File: src/rtl/uart_pkg.sv
// Shared types and constants for the UART transmit path.
// Latency: n/a (types, constants and pure functions only).
// Backpressure: n/a.
package uart_pkg;

   typedef enum logic [2:0] {
      IDLE,
      START,
      DATA,
      PARITY,
      STOP
   } tx_state_t;

   typedef enum logic [1:0] {
      PAR_NONE,
      PAR_EVEN,
      PAR_ODD
   } parity_t;

   localparam int MIN_DBITS = 5;
   localparam int STOP_MAX  = 2;

   // Out-of-range word lengths fall back to the widest supported word.
   function automatic logic [3:0] eff_dbits(input logic [3:0] req, input logic [3:0] max_d);
      if (req < 4'(MIN_DBITS) || req > max_d) return max_d;
      return req;
   endfunction

   function automatic parity_t parity_mode(input logic en, input logic odd);
      if (!en) return PAR_NONE;
      return odd ? PAR_ODD : PAR_EVEN;
   endfunction

endpackage

File: src/rtl/sync_fifo.sv
// Single-clock FIFO with flush, full/empty flags and occupancy count.
// Latency: a push is visible at rd_data/empty/level one cycle after the write edge.
// Backpressure: pushes while full are ignored; pops while empty are ignored; flush beats push.
module sync_fifo #(
   parameter int WIDTH = 8,
   parameter int DEPTH = 16
) (
   input  logic                     clk,
   input  logic                     rst,
   input  logic                     wr_en,
   input  logic [WIDTH-1:0]         wr_data,
   input  logic                     rd_en,
   output logic [WIDTH-1:0]         rd_data,
   input  logic                     flush,
   output logic                     full,
   output logic                     empty,
   output logic [$clog2(DEPTH):0]   level
);

   localparam int AW = $clog2(DEPTH);

   logic [WIDTH-1:0] mem [DEPTH];
   logic [AW-1:0]    wr_ptr;
   logic [AW-1:0]    rd_ptr;
   logic [AW:0]      count;
   logic             push;
   logic             pop;

   assign push    = wr_en & ~full & ~flush;
   assign pop     = rd_en & ~empty;
   assign full    = (count == (AW+1)'(DEPTH));
   assign empty   = (count == '0);
   assign level   = count;
   assign rd_data = mem[rd_ptr];

   // Pointers and occupancy; flush discards everything including a same-cycle push.
   always_ff @(posedge clk or posedge rst) begin
      if (rst) begin
         wr_ptr <= '0;
         rd_ptr <= '0;
         count  <= '0;
      end else if (flush) begin
         wr_ptr <= '0;
         rd_ptr <= '0;
         count  <= '0;
      end else begin
         if (push) wr_ptr <= wr_ptr + AW'(1);
         if (pop)  rd_ptr <= rd_ptr + AW'(1);
         case ({push, pop})
            2'b10:   count <= count + (AW+1)'(1);
            2'b01:   count <= count - (AW+1)'(1);
            default: count <= count;
         endcase
      end
   end

   // Storage array, written only on accepted pushes.
   always_ff @(posedge clk) begin
      if (push) mem[wr_ptr] <= wr_data;
   end

endmodule

File: src/rtl/uart_tx_engine.sv
// UART transmitter: FIFO-buffered words serialised as start/data/parity/stop frames.
// Latency: line drops one cycle after the IDLE->START pop; each bit lasts baud_div+1 cycles.
// Backpressure: full_o flags a full FIFO; pushes while full are dropped and pulse ovf_o.
module uart_tx_engine #(
   parameter int FIFO_DEPTH = 16,
   parameter int DIV_W      = 16,
   parameter int MAX_DBITS  = 8
) (
   input  logic                          clk,
   input  logic                          rst,
   input  logic                          wr_en_i,
   input  logic [MAX_DBITS-1:0]          wr_data_i,
   input  logic                          flush_i,
   input  logic                          tx_en_i,
   input  logic [DIV_W-1:0]              baud_div_i,
   input  logic [3:0]                    dbits_i,
   input  logic                          par_en_i,
   input  logic                          par_odd_i,
   input  logic                          stop2_i,
   output logic                          utxd_o,
   output logic                          full_o,
   output logic                          empty_o,
   output logic [$clog2(FIFO_DEPTH):0]   level_o,
   output logic                          busy_o,
   output logic                          done_o,
   output logic                          ovf_o
);

   import uart_pkg::*;

   localparam logic [3:0] MAXD = 4'(MAX_DBITS);

   logic [MAX_DBITS-1:0] fifo_dat;
   logic                 pop;

   sync_fifo #(
      .WIDTH (MAX_DBITS),
      .DEPTH (FIFO_DEPTH)
   ) u_fifo (
      .clk     (clk),
      .rst     (rst),
      .wr_en   (wr_en_i),
      .wr_data (wr_data_i),
      .rd_en   (pop),
      .rd_data (fifo_dat),
      .flush   (flush_i),
      .full    (full_o),
      .empty   (empty_o),
      .level   (level_o)
   );

   tx_state_t            state, state_n;
   logic [DIV_W-1:0]     cnt, cnt_n;
   logic [DIV_W-1:0]     div_q, div_n;
   logic [3:0]           bit_idx, bit_idx_n;
   logic [3:0]           dbits_q, dbits_n;
   logic [1:0]           stop_idx, stop_idx_n;
   logic [1:0]           nstop_q, nstop_n;
   parity_t              par_q, par_n;
   logic [MAX_DBITS-1:0] sh_q, sh_n;
   logic                 par_bit_q, par_bit_n;
   logic                 frame_end;
   logic                 load;
   logic                 tick;
   logic                 start_ok;
   logic [3:0]           ld_dbits;
   logic [MAX_DBITS-1:0] ld_data;
   logic                 ld_par;

   assign tick     = (cnt == '0);
   assign start_ok = tx_en_i & ~empty_o;

   // Frame snapshot taken at the pop: head word masked to the word length, parity precomputed.
   always_comb begin
      ld_dbits = eff_dbits(dbits_i, MAXD);
      ld_data  = '0;
      for (int i = 0; i < MAX_DBITS; i++) begin
         if (4'(i) < ld_dbits) ld_data[i] = fifo_dat[i];
      end
      ld_par = (^ld_data) ^ par_odd_i;
   end

   // Next-state, bit timing and line output.
   always_comb begin
      state_n    = state;
      cnt_n      = cnt;
      div_n      = div_q;
      bit_idx_n  = bit_idx;
      dbits_n    = dbits_q;
      stop_idx_n = stop_idx;
      nstop_n    = nstop_q;
      par_n      = par_q;
      sh_n       = sh_q;
      par_bit_n  = par_bit_q;
      load       = 1'b0;
      frame_end  = 1'b0;
      pop        = 1'b0;
      utxd_o     = 1'b1;
      busy_o     = (state != IDLE);

      if (state != IDLE && !tick) cnt_n = cnt - DIV_W'(1);

      case (state)
         IDLE: begin
            if (start_ok) load = 1'b1;
         end
         START: begin
            utxd_o = 1'b0;
            if (tick) begin
               state_n   = DATA;
               cnt_n     = div_q;
               bit_idx_n = '0;
            end
         end
         DATA: begin
            utxd_o = sh_q[0];
            if (tick) begin
               cnt_n = div_q;
               sh_n  = sh_q >> 1;
               if (bit_idx == dbits_q - 4'd1) begin
                  state_n    = (par_q == PAR_NONE) ? STOP : PARITY;
                  stop_idx_n = '0;
               end else begin
                  bit_idx_n = bit_idx + 4'd1;
               end
            end
         end
         PARITY: begin
            utxd_o = par_bit_q;
            if (tick) begin
               state_n    = STOP;
               cnt_n      = div_q;
               stop_idx_n = '0;
            end
         end
         STOP: begin
            if (tick) begin
               if (stop_idx != nstop_q - 2'd1) begin
                  stop_idx_n = stop_idx + 2'd1;
                  cnt_n      = div_q;
               end else begin
                  frame_end = 1'b1;
                  if (start_ok) load = 1'b1;
                  else          state_n = IDLE;
               end
            end
         end
         default: state_n = IDLE;
      endcase

      if (load) begin
         pop       = 1'b1;
         state_n   = START;
         cnt_n     = baud_div_i;
         div_n     = baud_div_i;
         dbits_n   = ld_dbits;
         par_n     = parity_mode(par_en_i, par_odd_i);
         nstop_n   = stop2_i ? 2'(STOP_MAX) : 2'd1;
         sh_n      = ld_data;
         par_bit_n = ld_par;
      end
   end

   // Frame state and latched configuration; reset aborts any frame in flight.
   always_ff @(posedge clk or posedge rst) begin
      if (rst) begin
         state     <= IDLE;
         cnt       <= '0;
         div_q     <= '0;
         bit_idx   <= '0;
         dbits_q   <= '0;
         stop_idx  <= '0;
         nstop_q   <= '0;
         par_q     <= PAR_NONE;
         sh_q      <= '0;
         par_bit_q <= 1'b0;
      end else begin
         state     <= state_n;
         cnt       <= cnt_n;
         div_q     <= div_n;
         bit_idx   <= bit_idx_n;
         dbits_q   <= dbits_n;
         stop_idx  <= stop_idx_n;
         nstop_q   <= nstop_n;
         par_q     <= par_n;
         sh_q      <= sh_n;
         par_bit_q <= par_bit_n;
      end
   end

   // One-cycle event pulses: frame completion and dropped push (flush suppresses overflow).
   always_ff @(posedge clk or posedge rst) begin
      if (rst) begin
         done_o <= 1'b0;
         ovf_o  <= 1'b0;
      end else begin
         done_o <= frame_end;
         ovf_o  <= wr_en_i & full_o & ~flush_i;
      end
   end

endmodule

File: config.mk
export PLATFORM = sky130hd
export DESIGN_NAME = uart_tx_engine
export DESIGN_NICKNAME = d
export VERILOG_FILES = /design/src/rtl/uart_pkg.sv /design/src/rtl/sync_fifo.sv /design/src/rtl/uart_tx_engine.sv
export SDC_FILE = /design/constraint.sdc
export NUM_CORES = 1
export LEC_CHECK = 0
export ABC_AREA = 1
export ABC_CLOCK_PERIOD_IN_PS = 3700
export BUFFER_PORTS_ARGS = -buffer_cell sky130_fd_sc_hd__buf_4
export CAP_MARGIN = 30
export CORE_UTILIZATION = 40
export DETAILED_ROUTE_END_ITERATION = 7
export PLACE_DENSITY = 0.59
export REMOVE_ABC_BUFFERS = 1
export SETUP_SLACK_MARGIN = 0.1
export SLEW_MARGIN = 0
export SYNTH_ARGS = -nofsm -noshare
export SYNTH_HDL_FRONTEND = slang
export SYNTH_HIERARCHICAL = 1
export SYNTH_SLANG_ARGS = --single-unit
File: constraint.sdc
create_clock -name clk -period 3.7 [get_ports clk]
set_input_delay 0.185 -clock clk [delete_from_list [all_inputs] [get_ports clk]]
set_output_delay 0.185 -clock clk [all_outputs]
set_load 0.03 [all_outputs]
==> qor_table.md, run 1 <==
| Parameter | Value |
| --- | --- |
| Most common cell after layout, fill and taps aside | sky130_fd_sc_hd__nand2_1 |
| I/O pin total | 47 |
| Cell family contributing the most delay on the critical path | simple AND/OR/NAND/NOR gates |
| Cell breakdown of the critical path | nor2_2, nand3_2, inv_1, nor2_1, nand2_1, nand2_4, nand2_4, inv_2, nand2_4, inv_2, ha_1, a21oi_1, nand3_1, nand2_1, inv_1, nand2_1, nand2_1, nand2_1, nand2_1 |
| Cell Count Post-Placement | 1319 |
| Number of cells produced by synthesis | 984 |
| Warnings, synthesis | 6 |
| All-layer global routing usage | 18.2% |
| Worst rel slew slack | 36.3% |
| Number of inserted diodes | 0 |
| Cell with the most instances on the worst path | sky130_fd_sc_hd__nand2_1 |
| Number of buffers between clock root and the deepest sink | 3 |
| Avg Synthesized Cell Area | 9.63 sq um |
| Standard-cell row count | 55 |
| Reported leakage power | 4.61 nW |
| DRC violation total after the first TritonRoute iteration | 479 |
| Starting utilization of the core area | 41.3% |
| Number of pins exceeding their max-slew limit in the final report | 0 |
| Detailed-route wire length | 21700 um |
| Largest net degree at the start of global routing | 67 |
| Worst hold margin | 0.0204 ns |
| Wire length per cell after detailed routing | 15.6 um |
| Overflow left after global routing | 0 |
| Tmin final | 2.78 ns |
| CTS H-tree lvls | 1 |
| Max-cap violations | 0 |
| Syn-to-layout area delta | 16.8% |
| Areal power density over the cells | 732 nW/um^2 |
| Worst path bufs/invs | 4 |
| Count of different cell masters after synthesis | 39 |
| Post-Syn Area | 9470 sq um |
| Residual DRC count | 0 |
| TritonCTS clock tree | yes |
| Final count of hold timing violations | 0 |
| RSZ-0062 raised after global routing | no |
| Initial antenna violation count | 0 |
| Capturing element type of the critical path | register |
| Sequential fraction of the synthesis area | 59.9% |
| Share of layout cells above drive strength 1 | 11.9% |
| Transition time of the tightest slew-check pin | 0.952 ns |
| Iteration count of the initial detailed-routing pass | 5 |
| Post-detailed-placement half-perimeter wirelength | 13900 um |
| First-pass GRT wire length | 34600 um |
| Die area | 24300 sq um |
| Die extent in x | 156 um |
| # Post-CTS Setup Buffers | 0 |
| Worst EP required | 4.09 ns |
| Commonest cells after routing, fill and taps aside | sky130_fd_sc_hd__nand2_1, sky130_fd_sc_hd__nor2_1, sky130_fd_sc_hd__edfxtp_1 |
| Type of element launching the critical path | register |
| Fin Clk Skew | 0.0170 ns |
| Nets | 1106 |
| Final Cell Area | 11100 sq um |
| Peak supply drop | 0.000369 V |
| Worst Hold Class | in -> reg |
| Number of standard cells in the layout, taps in and fillers out | 1387 |
| Number of global-route vias before repair | 6647 |
| CTS Sinks | 201 |
| Highest fanout seen on the critical path | 9 |
| Setup tns final | 0 ns |
| Clk_lat worst skew | 0.52 ns |
| Setup violators final | 0 |
| I/O Buffers | 46 |
| Post-DR vias/cell | 5.02 |
| Core area | 22900 sq um |
| Cell type of the slowest stage on the worst timing path | sky130_fd_sc_hd__dfrtp_1 |
| Detailed-route via count | 6957 |
| Die boundary height | 156 um |
| Clk root buf | sky130_fd_sc_hd__clkbuf_16 |
| Critical path class | reg -> reg |
| Register bit total from synthesis | 201 |
| Final estimated routing congestion in global placement | 0.860 |
| Arrival time at the worst endpoint | 3.17 ns |
| Peak per-stage delay on the critical path | 0.44 ns |
| Status | finished, final reports clean |
| Clock-pin slew of the registers on the worst-case setup and hold paths | 0.06 ns |
| Number of routed nets with antenna violations | 0 |
| Max Clk Rate | 360 MHz |
| Instance area at placement | 10100 sq um |
| Part of the cycle the worst path needs | 75.2% |
| Number of buffers created by CTS | 22 |
final timing paths:
path | startpoint | cells past startpoint | slack (ns) | end
max in group asynchronous | rst | 4 | 2.47 | bit_idx[0]
min in group asynchronous | rst | 3 | 0.29 | u_fifo/level[3]
min reg2reg | div_q[15] | 2 | 0.47 | div_q[15]
max | u_fifo/level[0] | 19 | 0.92 | u_fifo/level[4]
min | wr_data_i[3] | 1 | 0.02 | u_fifo/mem[5][3]
max reg2reg | u_fifo/level[0] | 19 | 0.92 | u_fifo/level[4]
worst reg2reg max path, stage by stage (launching register included):
cell and delay (ns):
sky130_fd_sc_hd__dfrtp_1 0.44, sky130_fd_sc_hd__nor2_2 0.18, sky130_fd_sc_hd__nand3_2 0.13, sky130_fd_sc_hd__inv_1 0.16, sky130_fd_sc_hd__nor2_1 0.08, sky130_fd_sc_hd__nand2_1 0.27, sky130_fd_sc_hd__nand2_4 0.12, sky130_fd_sc_hd__nand2_4 0.12
sky130_fd_sc_hd__inv_2 0.06, sky130_fd_sc_hd__nand2_4 0.10, sky130_fd_sc_hd__inv_2 0.06, sky130_fd_sc_hd__ha_1 0.32, sky130_fd_sc_hd__a21oi_1 0.19, sky130_fd_sc_hd__nand3_1 0.09, sky130_fd_sc_hd__nand2_1 0.09, sky130_fd_sc_hd__inv_1 0.04
sky130_fd_sc_hd__nand2_1 0.06, sky130_fd_sc_hd__nand2_1 0.04, sky130_fd_sc_hd__nand2_1 0.06, sky130_fd_sc_hd__nand2_1 0.04
logic make-up (layout without fill, tap and decap cells):
group / after synthesis / count (layout) / synth area share (%)
flip-flops: 201 / 201 / 59.9
adder cells (fa/ha/maj): 12 / 12 / 1.66
XOR/XNOR: 15 / 15 / 1.39
buffers and inverters: 107 / 197 / 5.28
AO/OA/AOI/OAI: 142 / 142 / 8.78
AND/OR/NAND/NOR: 507 / 507 / 23.0
synthesized netlist by cell type:
cell type                  instances  share of area [%]
sky130_fd_sc_hd__clkinv_1          3               0.12
sky130_fd_sc_hd__buf_6             7               0.83
sky130_fd_sc_hd__inv_1            62                2.5
sky130_fd_sc_hd__nor2_1          154                6.1
sky130_fd_sc_hd__fa_1              1               0.21
sky130_fd_sc_hd__buf_2            11               0.58
sky130_fd_sc_hd__o21ai_1          14               0.74
sky130_fd_sc_hd__nor2_2            7               0.46
sky130_fd_sc_hd__o21bai_1          3               0.24
sky130_fd_sc_hd__nand2_4           6               0.71
sky130_fd_sc_hd__clkinv_4          1              0.092
sky130_fd_sc_hd__nand4_1           3               0.20
sky130_fd_sc_hd__nand2_1         217                8.6
sky130_fd_sc_hd__a211oi_1          1              0.079
sky130_fd_sc_hd__nand3_2           4               0.42
sky130_fd_sc_hd__ha_1             11                1.5
sky130_fd_sc_hd__xor2_1           10               0.92
sky130_fd_sc_hd__a31oi_1           1              0.066
sky130_fd_sc_hd__a21oi_1           8               0.42
sky130_fd_sc_hd__clkbuf_1          6               0.24
sky130_fd_sc_hd__o21ai_2           2               0.18
sky130_fd_sc_hd__dfrtp_1          73                 19
sky130_fd_sc_hd__xnor2_1           5               0.46
sky130_fd_sc_hd__edfxtp_1        128                 41
sky130_fd_sc_hd__or2_1             1              0.066
sky130_fd_sc_hd__a21oi_4           1               0.17
sky130_fd_sc_hd__nor2_4            3               0.36
sky130_fd_sc_hd__o211ai_1         27                2.1
sky130_fd_sc_hd__clkbuf_2          1              0.053
sky130_fd_sc_hd__nand2_2           5               0.33
sky130_fd_sc_hd__o21a_1            2               0.16
sky130_fd_sc_hd__or2_2             3               0.20
sky130_fd_sc_hd__buf_4             7               0.55
sky130_fd_sc_hd__o221ai_1          5               0.46
sky130_fd_sc_hd__nand3_1          93                4.9
sky130_fd_sc_hd__o21ai_0          78                4.1
sky130_fd_sc_hd__nor3_1            8               0.42
sky130_fd_sc_hd__inv_2             9               0.36
sky130_fd_sc_hd__nand3b_1          3               0.24
repair_timing:
action | CTS | global route
hold buffers | 28 | 0
resized for setup | 0 | 0
hold endpoints to repair | 146 | 0
area by class of cell:
type                    count  area, sq um
clock inverters            11          128
flip-flops and latches    201         5670
clock buffers              29          597
multi-input cells         676         3300
inverters                  75          287
fillers                  2172        11900
repair buffers             82          686
well taps                 313          392
through the flow:
stage	total power [mW]	setup WS [ns]	util, %
2_1_floorplan	5.09	0.581	-
3_3_place_gp	5.92	1.01	43.9
3_5_place_dp	5.96	0.942	43.9
4_1_cts	8.16	0.919	48.3
5_1_grt	8.69	0.636	48.3
6_report	8.10	0.918	48.3
state kept, by name (all words and copies together), names as in the netlist, 3 cells and up:
register,cells
u_fifo/rd_ptr,4
dbits_q,4
u_fifo/level,5
u_fifo/mem,128
u_fifo/wr_ptr,4
state,3
cnt,16
sh_q,8
div_q,16
bit_idx,4
routing by layer:
metal  part of all wire (%)  track usage [%]  vias up
met5                      0                0        -
met4                    1.8             4.44        0
met3                    5.1             2.14       28
met2                     48             30.9      142
met1                     45             24.8     3321
li1                       -                -     3466
power breakdown:
| group | switching [mW] | internal (mW) | leakage, nW |
|---|---|---|---|
| Combinational | 2.00 | 0.989 | 2.17 |
| Sequential | 0.222 | 2.72 | 2.09 |
| Clock | 0.878 | 1.28 | 0.349 |
| Total | 3.10 | 5.00 | 4.61 |
(Power assumes the default switching activity.)
==> run 2: changes to the inputs <==
Settings changed: ABC_AREA 1 to 0, ABC_CLOCK_PERIOD_IN_PS 3700 to 2300, PLACE_DENSITY 0.59 to 0.61.
Clock period 3.7 ns to 2.3 ns, I/O delays scaled along.
==> run 2 against run 1 <==
Compared with the run above:
- the flow now finishes with violations (setup timing)
- die area down 4.2%
- via count decreased by 13%
- clock skew is 0.0081 ns lower
- routed wire length is 2.0% lower
- total power is 3.3% lower
- register-to-register slack lost 1.4 ns
- cell count down 17%
- global-route usage decreased by 0.81 points
- sequential power grew 32%
- clock-buffer cell count stayed put
- sequential share of layout area is 5.1 points lower
- critical path type unchanged
- critical endpoint unchanged
- largest power group is now registers
==> qor_table.md, run 2 <==
| Parameter | Value |
| --- | --- |
| Status | finished with violations |
| Violations in the final reports | setup timing |
| Post-place setup slack | -0.728 ns |
| Avg Synthesized Cell Area | 13.6 sq um |
| Iteration count of the initial detailed-routing pass | 6 |
| Clock-pin slew of the registers on the worst-case setup and hold paths | 0.06 ns |
| Fin Clk Skew | 0.00888 ns |
| Residual DRC count | 0 |
| Number of synthesized flops with an enable pin | 128 |
| RSZ-0062 raised after global routing | yes |
| Critical path class | reg -> reg |
| Register bit total from synthesis | 201 |
| Clk root buf | sky130_fd_sc_hd__clkbuf_16 |
| Post-synthesis compound-gate area fraction | 6.69% |
| Setup tns final | -5.01 ns |
| Cell breakdown of the critical path | nor4_4, and4_4, nand2_2, a21o_1, inv_2, o21ai_2, a21o_1, fa_2, nand2b_4, a21oi_4, mux2i_1, a32oi_1, a21oi_1 |
| Synth async-reset ratio | 36.3% |
| CTS H-tree lvls | 1 |
| Worst Hold Class | in -> reg |
| Setup violators final | 27 |
| I/O pin total | 47 |
| Most common cell after layout, fill and taps aside | sky130_fd_sc_hd__edfxtp_1 |
| Commonest cells after routing, fill and taps aside | sky130_fd_sc_hd__edfxtp_1, sky130_fd_sc_hd__buf_4, sky130_fd_sc_hd__dfrtp_1 |
| Area share of xor/xnor cells in the synthesized design | 3.67% |
| Top register by number of flip-flops | u_fifo/mem |
| Overflow left after global routing | 0 |
| Standard-cell row count | 54 |
| Post-Syn Area | 9070 sq um |
| Die area | 23300 sq um |
| Largest registers | u_fifo/mem: 128 flops, cnt: 16 flops, div_q: 16 flops |
| Clk_lat worst skew | 0.52 ns |
| CTS Sinks | 201 |
| Main synth FF type | sky130_fd_sc_hd__edfxtp_1 |
| Area contributors post-synth | sky130_fd_sc_hd__edfxtp_1, sky130_fd_sc_hd__dfrtp_1, sky130_fd_sc_hd__mux4_2 |
| Count of different cell masters after synthesis | 66 |
| Nets | 898 |
| Initial antenna violation count | 0 |
| Highest fanout seen on the critical path | 4 |
| Final estimated routing congestion in global placement | 0.852 |
| Filler cells | 1744 |
| Die boundary height | 153 um |
| Post-detailed-placement half-perimeter wirelength | 13100 um |
| Worst Hold Endpoint | dbits_q[1] |
| Die extent in x | 153 um |
| Arrival time at the worst endpoint | 3.25 ns |
| Post-synthesis share of cell area spent on full adders, half adders and majority gates | 1.74% |
| Largest net degree at the start of global routing | 50 |
| Final count of hold timing violations | 0 |
| Count of cells along the worst hold path | 4 |
| Worst EP required | 2.75 ns |
| TritonCTS clock tree | yes |
| Max Clk Rate | 357 MHz |
| Cell type of the slowest stage on the worst timing path | sky130_fd_sc_hd__dfrtp_1 |
| Number of routed nets with antenna violations | 0 |
| Core area | 22000 sq um |
| Launch point of the worst reg-to-reg path | cnt[9] |
| Area share of and/or/nand/nor cells after synthesis | 12.4% |
| Area share of the largest cell type after synthesis | 42.4% |
| Cell with the most instances on the worst path | sky130_fd_sc_hd__a21o_1 |
| Number of buffers created by CTS | 23 |
| Max-cap violations | 0 |
| Number of cells produced by synthesis | 667 |
| Peak supply drop | 0.000654 V |
| Fraction of synthesized area in multiplexers | 10.4% |
| Number of inserted diodes | 0 |
| Share of layout cells above drive strength 1 | 39.5% |
| First-pass GRT wire length | 32100 um |
| Register-to-Register Path Depth | 13 |
| Combinational family with the most area after synthesis | simple AND/OR/NAND/NOR gates |
| All-layer global routing usage | 17.4% |
| Detailed-route via count | 6055 |
| Reported leakage power | 4.80 nW |
| DRC violation total after the first TritonRoute iteration | 412 |
| Worst reg2reg setup slack | -0.50 ns |
| Capturing element type of the critical path | register |
| Syn-to-layout area delta | 35.3% |
| Warnings, synthesis | 6 |
| Transition time of the tightest slew-check pin | 0.576 ns |
| Peak per-stage delay on the critical path | 0.41 ns |
| Areal power density over the cells | 638 nW/um^2 |
| Starting utilization of the core area | 41.2% |
| Tmin final | 2.80 ns |
| Worst rel slew slack | 61.5% |
| Startpoint of the most critical hold path | dbits_i[2] |
| Number of buffers between clock root and the deepest sink | 3 |
| Number of flip-flops in the largest register | 128 |
| Wire length per cell after detailed routing | 18.5 um |
| Post-DR vias/cell | 5.28 |
| Detailed-route wire length | 21200 um |
| Ranking of synthesized cells by instance count | sky130_fd_sc_hd__edfxtp_1, sky130_fd_sc_hd__nand2_1, sky130_fd_sc_hd__dfrtp_1 |
| Type of element launching the critical path | register |
| Final WS setup | -0.497 ns |
| Endpoint of the worst-slack reg-to-reg timing path | u_fifo/level[4] |
| Cell type contributing the most total cell area after synthesis | sky130_fd_sc_hd__edfxtp_1 |
| Part of the cycle the worst path needs | 122% |
| Number of global-route vias before repair | 6104 |
| Sequential fraction of the synthesis area | 62.5% |
| Most frequently used cell type in the post-synthesis netlist | sky130_fd_sc_hd__edfxtp_1 |
| I/O Buffers | 46 |
| Number of pins exceeding their max-slew limit in the final report | 0 |
-- run 2: cell families after synthesis --
logic type,after synthesis
AND/OR/NAND/NOR,237
multiplexers,44
AO/OA/AOI/OAI,87
buffers and inverters,48
XOR/XNOR,38
adder cells (fa/ha/maj),12
flip-flops,201
-- run 2: through the flow --
stage                     hold WS [ns]  cells  util, %  cell area [sq um]  power, mW
after floorplan               -0.00804    638        -               8910       4.12
after global placement           0.190   1030     46.1              10200       4.29
after detailed placement         0.202   1030     46.1              10200       4.31
after CTS                       0.0393   1123     52.7              11600       7.90
after global routing            0.0740   1146     55.7              12300       8.09
final                           0.0426   1146     55.7              12300       7.83
-- run 2: metal layers --
layer | up-vias | wire, um | track usage, %
li1 | 2834 | - | -
met1 | 3081 | 8850 | 22.0
met2 | 107 | 11200 | 31.0
met3 | 33 | 776 | 2.90
met4 | 0 | 367 | 4.38
met5 | - | 0 | 0
-- run 2: worst max path at each step --
stage | startpoint | cells after the start | endpoint
after floorplan | u_fifo/level[0] | 15 | u_fifo/level[4]
after global placement | cnt[0] | 17 | u_fifo/level[4]
after detailed placement | cnt[0] | 17 | u_fifo/level[4]
after CTS | cnt[0] | 15 | u_fifo/level[4]
after global routing | cnt[1] | 15 | u_fifo/level[4]
final | cnt[9] | 13 | u_fifo/level[4]
-- run 2: cell type report --
| cell class | instances | area (sq um) | share of cell area, % |
|---|---|---|---|
| Clock buffer | 29 | 598 | 4.87 |
| Multi-Input combinational cell | 418 | 3700 | 30.1 |
| Tap cell | 280 | 350 | 2.85 |
| Clock inverter | 12 | 128 | 1.04 |
| Inverter | 19 | 71.3 | 0.581 |
| Sequential cell | 201 | 5670 | 46.2 |
| Timing Repair Buffer | 187 | 1760 | 14.3 |
-- run 2: power by group --
group / switching (mW) / leakage (nW) / internal [mW] / total (mW)
sequential: 0.0114 / 2.09 / 3.88 / 3.89
combinational: 0.230 / 2.37 / 0.203 / 0.433
clock: 1.43 / 0.350 / 2.08 / 3.51
-- run 2: repair_timing --
| action | in CTS | in global routing |
|---|---|---|
| setup endpoints to repair | 144 | 78 |
| setup buffers | 22 | 24 |
| pin swaps | 21 | 63 |
| endpoints found under the hold margin | 215 | 0 |
| resized for setup | 65 | 112 |
| hold buffers | 34 | 0 |
| gates cloned | 1 | 5 |
-- run 2: worst max-delay path, delay by kind of cell, from the launching register on --
| family | cells | cell delay [ns] |
|---|---|---|
| and+or+nand+nor | 4 | 0.86 |
| AOI/OAI and AO/OA | 6 | 0.82 |
| DFF | 1 | 0.41 |
| adders and majority gates | 1 | 0.35 |
| muxes | 1 | 0.22 |
| buffers and inverters | 1 | 0.06 |
==> run 3: changes to the inputs <==
Settings changed: ABC_CLOCK_PERIOD_IN_PS 2300 to 2900, CTS_BUF_LIST from default to sky130_fd_sc_hd__clkbuf_16, GPL_TIMING_DRIVEN from default to 0, PLACE_DENSITY 0.61 to 0.59.
Clock period 2.3 ns to 2.9 ns, I/O delays scaled along.
==> run 3 against run 2 <==
Compared with the run above:
- the run still ends with setup timing left
- global-route usage down 0.19 points
- critical path depth up 2
- largest cell class unchanged
- setup slack better by 0.42 ns
- routed wire length down 7.2%
- clock-buffer cell count down 6
- register-to-register slack better by 0.42 ns
- design area down 7.6%
- total power down 19%
- maximum frequency down 6.2%
- combinational power down 29%
- die area unchanged
==> qor_table.md, run 3 (synthesis results as in run 2) <==
| Parameter | Value |
| --- | --- |
| Violations in the final reports | setup timing |
| I/O pin total | 47 |
| Peak supply drop | 0.000528 V |
| All-layer global routing usage | 17.2% |
| Die area | 23300 sq um |
| RSZ-0062 raised after global routing | yes |
| Reported net switching power | 1.31 mW |
| Nets | 837 |
| Worst rel slew slack | 34.6% |
| Number of inserted diodes | 0 |
| Critical path class | reg -> reg |
| Setup tns final | -0.0823 ns |
| CTS H-tree lvls | 1 |
| Post-DR vias/cell | 5.39 |
| Area used by sequential logic in the layout | 5680 sq um |
| Core area | 22000 sq um |
| Standard-cell row count | 54 |
| Instance area at placement | 9650 sq um |
| Detailed-route wire length | 19700 um |
| Capturing element type of the critical path | register |
| Post-place setup slack | -2.14 ns |
| Launch point of the worst reg-to-reg path | u_fifo/level[2] |
| Number of routed nets with antenna violations | 0 |
| Type of element launching the critical path | register |
| Critical path origin | u_fifo/level[2] |
| Number of global-route vias before repair | 5845 |
| Worst EP required | 3.34 ns |
| Tmin final | 2.98 ns |
| Die extent in x | 153 um |
| Areal power density over the cells | 558 nW/um^2 |
| Combined area of the multi-input logic cells | 3370 sq um |
| I/O Buffers | 46 |
| Initial antenna violation count | 0 |
| TritonCTS clock tree | yes |
| Switching fraction of total power | 20.7% |
| Cell-internal power | 5.02 mW |
| Number of pins exceeding their max-slew limit in the final report | 0 |
| Part of the cycle the worst path needs | 103% |
| Iteration count of the initial detailed-routing pass | 7 |
| Fin Clk Skew | 0.0155 ns |
| Post-detailed-placement half-perimeter wirelength | 11800 um |
| Final WS setup | -0.0823 ns |
| Largest net degree at the start of global routing | 39 |
| Register-to-Register Path Depth | 15 |
| Residual DRC count | 0 |
| Final Cell Area | 11300 sq um |
| Filler cells | 1815 |
| First-pass GRT wire length | 31600 um |
| Worst reg2reg setup slack | -0.08 ns |
| CTS Sinks | 201 |
| Starting utilization of the core area | 41.2% |
| Sequential cell fraction of total power | 48.7% |
| Most common cell after layout, fill and taps aside | sky130_fd_sc_hd__edfxtp_1 |
| Status | finished with violations |
| Clk_lat worst skew | 0.52 ns |
| Overflow left after global routing | 0 |
| Worst Hold Class | in -> reg |
| Transition time of the tightest slew-check pin | 0.977 ns |
| Largest registers | u_fifo/mem: 128 flops, cnt: 16 flops, div_q: 16 flops |
| Reported leakage power | 4.32 nW |
| Max Clk Rate | 335 MHz |
| Commonest cells after routing, fill and taps aside | sky130_fd_sc_hd__edfxtp_1, sky130_fd_sc_hd__nand2_1, sky130_fd_sc_hd__buf_4 |
| Destination of the critical timing path | u_fifo/level[4] |
| Number of buffers created by CTS | 23 |
| Wire length per cell after detailed routing | 18.1 um |
| Detailed-route via count | 5854 |
| Number of flip-flops in the largest register | 128 |
| Highest fanout seen on the critical path | 4 |
| Syn-to-layout area delta | 25.1% |
| Arrival time at the worst endpoint | 3.43 ns |
| Final estimated routing congestion in global placement | 0.775 |
| DRC violation total after the first TritonRoute iteration | 454 |
| Clk root buf | sky130_fd_sc_hd__clkbuf_16 |
| Clock-pin slew of the registers on the worst-case setup and hold paths | 0.06 ns |
| Comb power frac | 4.9% |
| Endpoint of the worst-slack reg-to-reg timing path | u_fifo/level[4] |
| Number of buffers between clock root and the deepest sink | 3 |
| Max-cap violations | 0 |
| Portion of total power attributed to the clock network | 46.4% |
| Top register by number of flip-flops | u_fifo/mem |
| Layout Utilization | 51.5% |
| Die boundary height | 153 um |
| Setup violators final | 1 |
| Final count of hold timing violations | 0 |
| Share of layout cells above drive strength 1 | 26.1% |
-- run 3: cell count changes in the layout (fill, tap and decap cells not counted), moves of 7 or more --
cell,change
sky130_fd_sc_hd__buf_4,-33
sky130_fd_sc_hd__nor2_1,+19
sky130_fd_sc_hd__nand2_4,-12
sky130_fd_sc_hd__buf_6,-22
sky130_fd_sc_hd__o21ai_2,-7
sky130_fd_sc_hd__nand2_1,+36
sky130_fd_sc_hd__nand2_2,-24
sky130_fd_sc_hd__nor2_2,-13
-- run 3: stage by stage --
stage	total power [mW]	hold slack, ns	cells
detailed placement	3.39	0.229	966
CTS	6.40	0.000636	1071
global route	6.56	0.0408	1086
finish	6.33	0.0170	1086
floorplan	3.27	0.0220	638
global placement	3.38	0.222	964
-- run 3: power groups by stage --
stage | sequential [mW] | combinational, mW | clock, mW
final | 3.09 | 0.309 | 2.94
after global routing | 3.09 | 0.338 | 3.13
after CTS | 3.09 | 0.311 | 3.01
after detailed placement | 3.15 | 0.244 | 0
after global placement | 3.14 | 0.233 | 0
after floorplan | 3.15 | 0.119 | 0
-- run 3: final cells by class --
cell class | instances | area share (%)
flip-flops and latches | 201 | 50.1
multi-input cells | 420 | 29.7
repair buffers | 122 | 9.35
clock buffers | 23 | 5.07
well taps | 280 | 3.09
clock inverters | 19 | 1.75
inverters | 19 | 0.772
repair inverters | 2 | 0.154
-- run 3: timing repair --
| item | 4_1_cts | 5_1_grt |
|---|---|---|
| pin swaps | 17 | 9 |
| endpoints found under the hold margin | 215 | 0 |
| cloned | 4 | 0 |
| hold buffers | 35 | 0 |
| buffers inserted | 24 | 15 |
| gates resized for setup | 44 | 5 |
| setup endpoints to repair | 45 | 8 |
-- run 3: critical path, stage by stage, from the launching register on --
cell and delay [ns]:
sky130_fd_sc_hd__dfrtp_1 0.39, sky130_fd_sc_hd__or4_4 0.57, sky130_fd_sc_hd__nor2_4 0.19, sky130_fd_sc_hd__nor2b_4 0.06, sky130_fd_sc_hd__nand2_2 0.08, sky130_fd_sc_hd__a21o_4 0.17
sky130_fd_sc_hd__inv_16 0.05, sky130_fd_sc_hd__o21ai_4 0.06, sky130_fd_sc_hd__a21o_1 0.16, sky130_fd_sc_hd__inv_2 0.10, sky130_fd_sc_hd__ha_4 0.32, sky130_fd_sc_hd__nand2b_4 0.07
sky130_fd_sc_hd__a21oi_4 0.18, sky130_fd_sc_hd__mux2i_1 0.23, sky130_fd_sc_hd__a32oi_1 0.08, sky130_fd_sc_hd__a21oi_1 0.18
-- run 3: worst min path at each step --
stage | from | to | cells after the start
2_1_floorplan | rst | u_fifo/level[0] | 1
3_3_place_gp | rst | u_fifo/level[4] | 2
3_5_place_dp | rst | ovf_o | 2
4_1_cts | dbits_i[3] | dbits_q[0] | 4
5_1_grt | dbits_i[3] | dbits_q[0] | 4
6_report | dbits_i[3] | dbits_q[0] | 4
-- run 3: per-layer routing --
metal  vias to the layer above  track usage (%)  routed length (um)
met5                         -                0                   0
met4                         0             4.67                 348
met3                        27             2.53                 855
met2                       137             30.1               10000
met1                      2975             22.4                8460
li1                       2715                -                   -
